**config.mk**
```make
export PLATFORM = sky130hd
export DESIGN_NAME = fpu_arbiter
export DESIGN_NICKNAME = d
export VERILOG_FILES = /design/src/rtl/fpu_arbiter.sv
export SDC_FILE = /design/constraint.sdc
export NUM_CORES = 1
export LEC_CHECK = 0
export CAP_MARGIN = 15
export CORE_UTILIZATION = 25
export CTS_CLUSTER_SIZE = 28
export DETAILED_ROUTE_END_ITERATION = 8
export RECOVER_POWER = 100
export REMOVE_ABC_BUFFERS = 1
export SLEW_MARGIN = 25
export SYNTH_ARGS = -nofsm -noshare
export SYNTH_HDL_FRONTEND = slang
export SYNTH_SLANG_ARGS = --single-unit
```
**constraint.sdc**
```tcl
create_clock -name clk_i -period 3 [get_ports clk_i]
set_clock_uncertainty 0.2 [all_clocks]
set_input_delay 0.6 -clock clk_i [delete_from_list [all_inputs] [get_ports clk_i]]
set_output_delay 0.6 -clock clk_i [all_outputs]
set_load 0.005 [all_outputs]
```
**src/rtl/fpu_arbiter.sv**
```systemverilog
// Two-requester round-robin front end for a fixed-latency single-precision FPU.
// Optional macro FPU_ARB_FLAGS_EN: capture fpu_flags_i into rsp_flags_o (otherwise tied to zero).
module fpu_arbiter #(
  parameter int unsigned FPU_LAT = 4
) (
  input  logic        clk_i,
  input  logic        RST,
  input  logic [1:0]  req_valid_i,
  output logic [1:0]  req_ready_o,
  input  logic [63:0] req_opa_i,
  input  logic [63:0] req_opb_i,
  input  logic [1:0]  req_op_i,
  input  logic [3:0]  req_mode_i,
  output logic        rsp_valid_o,
  input  logic        rsp_ready_i,
  output logic        rsp_id_o,
  output logic [31:0] rsp_result_o,
  output logic [4:0]  rsp_flags_o,
  output logic [31:0] fpu_opa_o,
  output logic [31:0] fpu_opb_o,
  output logic        fpu_op_o,
  output logic [1:0]  fpu_mode_o,
  input  logic [31:0] fpu_result_i,
  input  logic [4:0]  fpu_flags_i,
  output logic        busy_o
);

  typedef enum logic [1:0] {
    S_IDLE = 2'd0,
    S_WAIT = 2'd1,
    S_RESP = 2'd2
  } state_t;

  localparam logic [7:0] CNT_INIT = 8'(FPU_LAT - 1);

  state_t      r_state;
  state_t      w_state_nxt;
  logic [7:0]  r_cnt;
  logic        r_last;
  logic        r_id;
  logic [31:0] r_opa;
  logic [31:0] r_opb;
  logic        r_op;
  logic [1:0]  r_mode;
  logic [31:0] r_result;

  logic        w_gnt;
  logic [1:0]  w_ready;
  logic        w_accept;
  logic        w_wait_done;

  // Ready is withheld while RST is high so reset always dominates a handshake.
  always_comb begin
    // NOTE: every output of a combinational block gets a default first; a path
    // that leaves one unassigned would infer a latch.
    w_gnt   = 1'b0;
    w_ready = 2'b00;
    if (req_valid_i == 2'b11) begin
      w_gnt = ~r_last;
    end else begin
      w_gnt = req_valid_i[1];
    end
    if ((r_state == S_IDLE) && !RST && (req_valid_i != 2'b00)) begin
      w_ready = w_gnt ? 2'b10 : 2'b01;
    end
  end

  assign w_accept    = |(w_ready & req_valid_i);
  assign w_wait_done = (r_state == S_WAIT) && (r_cnt == 8'd0);

  always_comb begin
    w_state_nxt = r_state;
    case (r_state)
      S_IDLE:  if (w_accept)    w_state_nxt = S_WAIT;
      S_WAIT:  if (w_wait_done) w_state_nxt = S_RESP;
      S_RESP:  if (rsp_ready_i) w_state_nxt = S_IDLE;
      default: w_state_nxt = S_IDLE;
    endcase
  end

  always_ff @(posedge clk_i) begin
    // NOTE: sequential state uses non-blocking assignments so every register
    // samples the pre-edge values, independent of statement order.
    if (RST) begin
      // NOTE: every register here is control or a visible output, so all of
      // them are reset; there is no storage array that could be left unreset.
      r_state  <= S_IDLE;
      r_cnt    <= 8'd0;
      r_last   <= 1'b1;
      r_id     <= 1'b0;
      r_opa    <= 32'd0;
      r_opb    <= 32'd0;
      r_op     <= 1'b0;
      r_mode   <= 2'b00;
      r_result <= 32'd0;
    end else begin
      r_state <= w_state_nxt;
      if (w_accept) begin
        r_opa  <= w_gnt ? req_opa_i[63:32] : req_opa_i[31:0];
        r_opb  <= w_gnt ? req_opb_i[63:32] : req_opb_i[31:0];
        r_op   <= req_op_i[w_gnt];
        r_mode <= w_gnt ? req_mode_i[3:2] : req_mode_i[1:0];
        r_id   <= w_gnt;
        r_last <= w_gnt;
        r_cnt  <= CNT_INIT;
      end else if ((r_state == S_WAIT) && (r_cnt != 8'd0)) begin
        r_cnt <= r_cnt - 8'd1;
      end
      if (w_wait_done) begin
        r_result <= fpu_result_i;
      end
    end
  end

`ifdef FPU_ARB_FLAGS_EN
  logic [4:0] r_flags;

  always_ff @(posedge clk_i) begin
    if (RST) begin
      r_flags <= 5'd0;
    end else if (w_wait_done) begin
      r_flags <= fpu_flags_i;
    end
  end

  assign rsp_flags_o = r_flags;
`else
  logic w_unused_flags;

  assign w_unused_flags = ^fpu_flags_i;
  assign rsp_flags_o    = 5'd0;
`endif

  assign req_ready_o  = w_ready;
  assign rsp_valid_o  = (r_state == S_RESP);
  assign rsp_id_o     = r_id;
  assign rsp_result_o = r_result;
  assign fpu_opa_o    = r_opa;
  assign fpu_opb_o    = r_opb;
  assign fpu_op_o     = r_op;
  assign fpu_mode_o   = r_mode;
  assign busy_o       = (r_state != S_IDLE);

endmodule

```
==> metrics.log, run 1 <==
INFO  metric setup_viol_count_final = 0
INFO  metric setup_total_negative_slack = 0 ps
INFO  metric timing.final.crit_share = 0.957
INFO  metric max_cap_viol_count = 0
INFO  metric placementRows = about 50
INFO  metric holdCritStartpoint = rsp_result_o[27]
INFO  metric clockRootBuffer = sky130_fd_sc_hd__clkbuf_16
INFO  metric synthMostInstantiatedCell = sky130_fd_sc_hd__dfxtp_1
INFO  metric path_common_cell = sky130_fd_sc_hd__clkdlybuf4s50_1
INFO  metric place_congestion = 0.731
INFO  metric maximum_frequency_from_static_timing_analysis = 0.348 GHz
INFO  metric drc = 0
INFO  metric post_syn_area_per_cell = 9.35 sq um
INFO  metric first_pass_grt_wire_length = 27.5 mm
INFO  metric drt.antenna.violating_nets = 0
INFO  metric place_inst = approximately 1000
INFO  metric ios = 285
INFO  metric synth_top_area_cell = sky130_fd_sc_hd__dfxtp_1
INFO  metric p_comb_frac = 0.389
INFO  metric synth_top_cells_by_count = 111 x sky130_fd_sc_hd__dfxtp_1, 108 x sky130_fd_sc_hd__a21oi_1, 67 x sky130_fd_sc_hd__a211oi_1, 67 x sky130_fd_sc_hd__mux2i_1, 46 x sky130_fd_sc_hd__clkbuf_1
INFO  metric final_hold_fails = 0
INFO  metric cts_setup_buffers = 0
INFO  metric synth_edf_count = 0
INFO  metric via_count = a little over 5000
INFO  metric detail_route.first_pass.iterations = 4
INFO  metric initial_core_util = 0.258
INFO  metric timing.final.max_slew_violations = 0
INFO  metric net_switching_power = 1750 uW
INFO  metric dp_hpwl = 11.6 mm
INFO  metric timing.critical_path.arrival = 2070 ps
INFO  metric placement.io_buffers = 274
INFO  metric postSynth.asyncResetShare = 0
INFO  metric cts-buffers-inserted = 9
INFO  metric max_slew.worst_pin.slew = between 800 and 900 ps
INFO  metric critPathKind = in2out
INFO  metric stage_delay_of_the_slowest_cell_on_the_critical_path = around 550 ps
INFO  metric initialDrtViolationCount = about 170
INFO  metric power.clock.fraction = 0.234
INFO  metric report.power.total = between 4000 and 5000 uW
INFO  metric drt-wirelength-per-cell = about 17 um
INFO  metric die_width = about 140 um
INFO  metric synth.yosys.seq_area_share = 0.439
INFO  metric leakage = 0.00317 uW
INFO  metric synth.cell_area = slightly above 5000 sq um
INFO  metric grt_max_degree = between 70 and 80
INFO  metric slew-limit-headroom = 0.411
INFO  metric worstSkewPairLatency = about 350 ps
INFO  metric utilization_of_the_core_after_routing = 0.421
INFO  metric setup.worst_path.start_class = input pin
INFO  metric floorplan.core_area = 19700 sq um
INFO  metric via_count_of_the_first_global_routing_pass = 4978
INFO  metric crit_path_cell_trace = clkdlybuf4s50_1 -> or2_2 -> nand2_1 -> nor3_1 -> clkdlybuf4s50_1
INFO  metric layout.cells.non_filler = 1045
INFO  metric cts.reportedPaths.clkPinSlew = ~70 ps
INFO  metric synth.top_cells.by_area = sky130_fd_sc_hd__dfxtp_1 44%, sky130_fd_sc_hd__mux2i_1 13%, sky130_fd_sc_hd__a21oi_1 11%
INFO  metric cts.repair.resized = 0
INFO  metric r2r_start = r_cnt[0]
INFO  metric worst_r2r_path_depth = 6
INFO  metric netlist.area_leader.share = 0.439
INFO  metric grt_util_all_layers = 0.169
INFO  metric antenna-diode-count = 0
INFO  metric slowest_stage = sky130_fd_sc_hd__clkdlybuf4s50_1
INFO  metric cts_tree = yes
INFO  metric overflow = 0
INFO  metric critical_path_peak_fanout = 3
INFO  metric pwr-share-seq = 0.377
INFO  metric post_synth_cell_types = between 40 and 50
INFO  metric routed_wl = approximately 18 mm
INFO  metric maximum_clock_insertion_buffer_count = 2
INFO  metric routed_via_density = slightly below 5
INFO  metric holdCritPathClass = reg2reg
INFO  metric status = completed
INFO  metric die_area = 20800 sq um
INFO  metric ctsHoldBuffers = 0
INFO  metric fill_cell_instance_count_of_the_final_layout = 1997
INFO  metric layout-area-overhead-vs-synth = 63.4%
INFO  metric cts_sinks = 111
INFO  metric htree_num_levels = 3
INFO  metric buf_inv_stages_crit_path = 2
INFO  metric synthesis.instances = between 500 and 600
INFO  metric number_of_antenna_violations_at_the_first_check_in_global_routing = 0
INFO  metric critical_path.top_delay_family = buffers and inverters
INFO  metric nets = 953
INFO  metric internal_power_consumption = 3250 uW
INFO  metric required_worst_endpoint = about 2200 ps
INFO  metric chipHeight = between 100 and 150 um
INFO  metric drive_above_1_share = 0.0513
INFO  metric cp-startpoint = req_valid_i[0]
INFO  metric synthFlopType = sky130_fd_sc_hd__dfxtp_1
INFO  metric switching_share = 0.350
INFO  metric unrepaired_setup_endpoints_after_global_routing = no
INFO  metric cp_num_cells = 5
INFO  metric power.density = 603 nW/um^2
INFO  metric final_critical_path_required_period = approximately 2900 ps
INFO  metric peakVddDrop = between 300 and 400 uV
INFO  metric synth_seq_cells = 111
INFO  metric yosysWarnings = 0
INFO  metric hold_path_depth = 2
INFO  metric timing.critical_path.to_type = output pin
-- tightest hold or removal path: stages, from the launching register on --
cell and delay [ps]:
sky130_fd_sc_hd__dfxtp_1 310, sky130_fd_sc_hd__o31ai_1 60, sky130_fd_sc_hd__a21oi_1 60
-- path summary, 6_finish.rpt --
kind	end	slack, ps
worst max-delay path	req_ready_o[0]	130
worst min-delay path	rsp_result_o[27]	260
worst max register to register	rsp_result_o[31]	510
worst min register to register	rsp_result_o[27]	260
-- cells in the final DEF, fill, tap and decap left out, types with 2 or more instances in the layout --
master | netlist | final
sky130_fd_sc_hd__or4_1 | 3 | 3
sky130_fd_sc_hd__nor2_1 | 5 | 3
sky130_fd_sc_hd__nand3_1 | 3 | 3
sky130_fd_sc_hd__ha_1 | 2 | 2
sky130_fd_sc_hd__clkbuf_2 | 0 | 2
sky130_fd_sc_hd__inv_1 | 4 | 4
sky130_fd_sc_hd__nor4_1 | 2 | 2
sky130_fd_sc_hd__a2111o_1 | 2 | 2
sky130_fd_sc_hd__buf_4 | 5 | 12
sky130_fd_sc_hd__dlygate4sd3_1 | 0 | 102
sky130_fd_sc_hd__o21ai_0 | 7 | 7
sky130_fd_sc_hd__nor2b_1 | 2 | 2
sky130_fd_sc_hd__nand4_1 | 33 | 33
sky130_fd_sc_hd__inv_6 | 0 | 2
sky130_fd_sc_hd__or2_2 | 2 | 2
sky130_fd_sc_hd__a211oi_1 | 67 | 67
sky130_fd_sc_hd__o31ai_1 | 33 | 33
sky130_fd_sc_hd__clkbuf_16 | 0 | 9
sky130_fd_sc_hd__a21oi_1 | 108 | 108
sky130_fd_sc_hd__clkinv_4 | 0 | 2
sky130_fd_sc_hd__dfxtp_1 | 111 | 111
sky130_fd_sc_hd__clkdlybuf4s50_1 | 0 | 171
sky130_fd_sc_hd__mux2i_1 | 67 | 67
sky130_fd_sc_hd__conb_1 | 1 | 5
sky130_fd_sc_hd__nor2_4 | 0 | 2
-- power groups by stage --
stage | Clock, uW | Sequential [uW] | Combinational [uW]
final | 1170 | 1880 | 1940
after global routing | 1270 | 1930 | 2130
after CTS | 1220 | 1900 | 2060
after detailed placement | 0 | 1930 | 2050
after global placement | 0 | 1920 | 2050
after floorplan | 0 | 1930 | 962
-- layer usage --
layer / GRT usage / up-vias / part of all wire
met1: 0.211 / 2358 / 0.42
met5: 0 / - / 0
met2: 0.262 / 213 / 0.45
li1: - / 2544 / -
met4: 0.0515 / 0 / 0.016
met3: 0.0705 / 21 / 0.11
-- kinds of logic after synthesis --
kind of cell	share of synthesized area
compound gates	0.282
fa+ha+maj	0.00494
buf+inv	0.0647
flops	0.439
mux	0.132
other cells	0.000740
simple gates	0.0763
-- registers in the layout (all words and copies together) (netlist names) --
signal / flops
r_last: 1
fpu_op_o: 1
rsp_id_o: 1
r_state: 2
fpu_opa_o: 32
r_cnt: 8
rsp_result_o: 32
fpu_mode_o: 2
fpu_opb_o: 32
-- final cells by class --
cell class                      count  area (sq um)  share of cell area
Timing Repair Buffer              288          2850               0.345
Clock inverter                      5          40.0             0.00484
Clock buffer                       11           243              0.0293
Inverter                            4          15.0             0.00181
Sequential cell                   111          2220               0.268
Tap cell                          265           332              0.0400
Multi-Input combinational cell    361          2570               0.311
-- stage by stage --
stage                     area (sq um)  worst slack, ps  hold slack (ps)
final                             8280              130              263
after global routing              8280             44.1              283
after CTS                         8280              121              270
after detailed placement          8000              128              259
after global placement            8000              115              255
after floorplan                   4770            -6250              258
Note: power is estimated with default switching activity, not from simulation.
==> run 2: changes to the inputs <==
Settings changed: CTS_BUF_LIST set to sky130_fd_sc_hd__clkbuf_16.
==> metrics.log, run 2 (synthesized netlist as in run 1, its figures left out) <==
INFO  metric chipHeight = 144 um (unchanged)
INFO  metric die_width = 144 um (unchanged)
INFO  metric worstSetupEndpoint = req_ready_o[0] (unchanged)
INFO  metric dp_hpwl = 11.6 mm (unchanged)
INFO  metric hold_path_depth = 2 (unchanged)
INFO  metric leakage = 0.00317 uW (about the same)
INFO  metric slew-limit-headroom = 0.411 (unchanged)
INFO  metric setup_total_negative_slack = 0 ps (unchanged)
INFO  metric first_pass_grt_wire_length = 27.5 mm (unchanged)
INFO  metric multi_input_comb_area = 2570 sq um (unchanged)
INFO  metric stage_delay_of_the_slowest_cell_on_the_critical_path = 550 ps (about the same)
INFO  metric max_slew.worst_pin.slew = 884 ps (unchanged)
INFO  metric slowest_stage = sky130_fd_sc_hd__clkdlybuf4s50_1 (unchanged)
INFO  metric maximum_frequency_from_static_timing_analysis = 0.348 GHz (unchanged)
INFO  metric htree_num_levels = 3 (unchanged)
INFO  metric timing.final.crit_share = 0.957 (unchanged)
INFO  metric final_hold_fails = 0 (unchanged)
INFO  metric unrepaired_setup_endpoints_after_global_routing = no (unchanged)
INFO  metric required_worst_endpoint = 2200 ps (about the same)
INFO  metric holdCritPathClass = reg2reg (unchanged)
INFO  metric cts_setup_buffers = 0 (unchanged)
INFO  metric layout.cells.non_filler = 1045 (unchanged)
INFO  metric utilization_of_the_core_after_routing = 0.421 (about the same)
INFO  metric number_of_antenna_violations_at_the_first_check_in_global_routing = 0 (unchanged)
INFO  metric floorplan.core_area = 19700 sq um (unchanged)
INFO  metric routed_via_density = 4.91 (unchanged)
INFO  metric terminus_of_the_critical_flop_to_flop_path = rsp_result_o[31] (unchanged)
INFO  metric cp-startpoint = req_valid_i[0] (unchanged)
INFO  metric sequential_cell_area = 2220 sq um (unchanged)
INFO  metric groute.layer.met2.usage = 0.262 (unchanged)
INFO  metric placement.io_buffers = 274 (unchanged)
INFO  metric timing.final.max_slew_violations = 0 (unchanged)
INFO  metric power.density = 600 nW/um^2 (was 603 nW/um^2)
INFO  metric timing.critical_path.to_type = output pin (unchanged)
INFO  metric detail_route.first_pass.iterations = 4 (unchanged)
INFO  metric die_area = 20800 sq um (unchanged)
INFO  metric ios = 285 (unchanged)
INFO  metric cts_tree = yes (unchanged)
INFO  metric cp_num_cells = 5 (unchanged)
INFO  metric place_congestion = 0.731 (unchanged)
INFO  metric worst_r2r_path_depth = 6 (unchanged)
INFO  metric most-common-layout-cells = 171 x sky130_fd_sc_hd__clkdlybuf4s50_1, 111 x sky130_fd_sc_hd__dfxtp_1, 108 x sky130_fd_sc_hd__a21oi_1 (unchanged)
INFO  metric setup_viol_count_final = 0 (unchanged)
INFO  metric gr-usage-met1 = 0.211 (unchanged)
INFO  metric drc = 0 (unchanged)
INFO  metric crit_path_cell_trace = clkdlybuf4s50_1 -> or2_2 -> nand2_1 -> nor3_1 -> clkdlybuf4s50_1 (unchanged)
INFO  metric via_count_of_the_first_global_routing_pass = 4978 (unchanged)
INFO  metric critPathKind = in2out (unchanged)
INFO  metric most_common_cell_after_layout_fill_and_taps_aside = sky130_fd_sc_hd__clkdlybuf4s50_1 (unchanged)
INFO  metric nets = 953 (unchanged)
INFO  metric grt_util_all_layers = 0.169 (unchanged)
INFO  metric fill_cell_instance_count_of_the_final_layout = 1998 (was 1997)
INFO  metric status = completed (unchanged)
INFO  metric routed_wl = 17.8 mm (unchanged)
INFO  metric cts.repair.resized = 0 (unchanged)
INFO  metric clockRootBuffer = sky130_fd_sc_hd__clkbuf_16 (unchanged)
INFO  metric critical_path.top_delay_family = buffers and inverters (unchanged)
INFO  metric cts.reportedPaths.clkPinSlew = 70 ps (about the same)
INFO  metric cts-buffers-inserted = 9 (unchanged)
INFO  metric drt-wirelength-per-cell = 17.0 um (unchanged)
INFO  metric worstSkewPairLatency = 350 ps (about the same)
INFO  metric place_inst = 1029 (unchanged)
INFO  metric setup.worst_path.start_class = input pin (unchanged)
INFO  metric r2r_start = r_cnt[0] (unchanged)
INFO  metric placementRows = 51 (unchanged)
INFO  metric peakVddDrop = 321 uV (unchanged)
INFO  metric overflow = 0 (unchanged)
INFO  metric initialDrtViolationCount = 166 (unchanged)
INFO  metric grt_max_degree = 76 (unchanged)
INFO  metric drt.antenna.violating_nets = 0 (unchanged)
INFO  metric antenna-diode-count = 0 (unchanged)
INFO  metric maximum_clock_insertion_buffer_count = 2 (unchanged)
INFO  metric path_common_cell = sky130_fd_sc_hd__clkdlybuf4s50_1 (unchanged)
INFO  metric timing.critical_path.arrival = 2070 ps (about the same)
INFO  metric final_critical_path_required_period = 2870 ps (unchanged)
INFO  metric via_count = 5136 (unchanged)
INFO  metric layout-area-overhead-vs-synth = 63.2% (was 63.4%)
INFO  metric global_route.usage.met3 = 0.0705 (unchanged)
INFO  metric critical_path_peak_fanout = 3 (unchanged)
INFO  metric initial_core_util = 0.258 (unchanged)
INFO  metric buf_inv_stages_crit_path = 2 (unchanged)
INFO  metric max_cap_viol_count = 0 (unchanged)
INFO  metric minimum_setup_slack_among_reg_to_reg_paths = 510 ps (about the same)
INFO  metric busiest_layer = met2 (unchanged)
INFO  metric ctsHoldBuffers = 0 (unchanged)
INFO  metric drive_above_1_share = 0.0500 (was 0.0513)
INFO  metric cts_sinks = 111 (unchanged)
run 2: cell types whose count changed in the layout (fill, tap and decap cells not counted), sizes merged:
| cell | previous run | this run |
|---|---|---|
| clkbuf | 13 | 11 |
| clkinv | 3 | 4 |
| inv | 6 | 7 |
run 2: how the worst min path moves through the flow:
| stage | endpoint | slack (ps) | start |
|---|---|---|---|
| 2_1_floorplan | rsp_result_o[0] | 260 | rsp_result_o[0] |
| 3_3_place_gp | rsp_result_o[5] | 250 | rsp_result_o[5] |
| 3_5_place_dp | rsp_result_o[27] | 260 | rsp_result_o[27] |
| 4_1_cts | rsp_result_o[27] | 270 | rsp_result_o[27] |
| 5_1_grt | rsp_result_o[27] | 280 | rsp_result_o[27] |
| 6_report | rsp_result_o[27] | 260 | rsp_result_o[27] |
run 2: per-layer routing:
metal  routed length (um)  share of wire
met1                 7530           0.42
met2                 8040           0.45
met3                 1910           0.11
met4                  289          0.016
met5                    0              0
run 2: area by class of cell:
class	instances	area share
clock buffer	9	0.0272
clock inverter	7	0.00575
inverter	4	0.00182
multi-input combinational	361	0.311
sequential	111	0.269
tap	265	0.0401
timing repair buffer	288	0.345
run 2: power breakdown:
group | internal (uW) | switching [uW] | total, uW
logic | 912 | 1030 | 1940
registers | 1740 | 145 | 1880
clock network | 567 | 573 | 1140
run 2: worst reg2reg max path, delay by kind of cell (launching register included):
kind            cells  cell delay, ps
compound gates      2             510
simple gates        1             490
fa+ha+maj           1             190
flops               1             350
buf+inv             2             590
run 2: through the flow:
| stage | cell area [sq um] | power, uW | hold WS [ps] | worst slack, ps |
|---|---|---|---|---|
| after floorplan | 4770 | 2890 | 258 | -6250 |
| after global placement | 8000 | 3970 | 255 | 115 |
| after detailed placement | 8000 | 3970 | 259 | 128 |
| after CTS | 8270 | 5140 | 270 | 121 |
| after global routing | 8270 | 5300 | 283 | 44.1 |
| final | 8270 | 4960 | 263 | 130 |
==> run 3: changes to the inputs <==
Settings changed: SLEW_MARGIN 25 to not set.
==> results of run 3 <==
The final DEF is identical to that of run 2; final timing and power are the same.
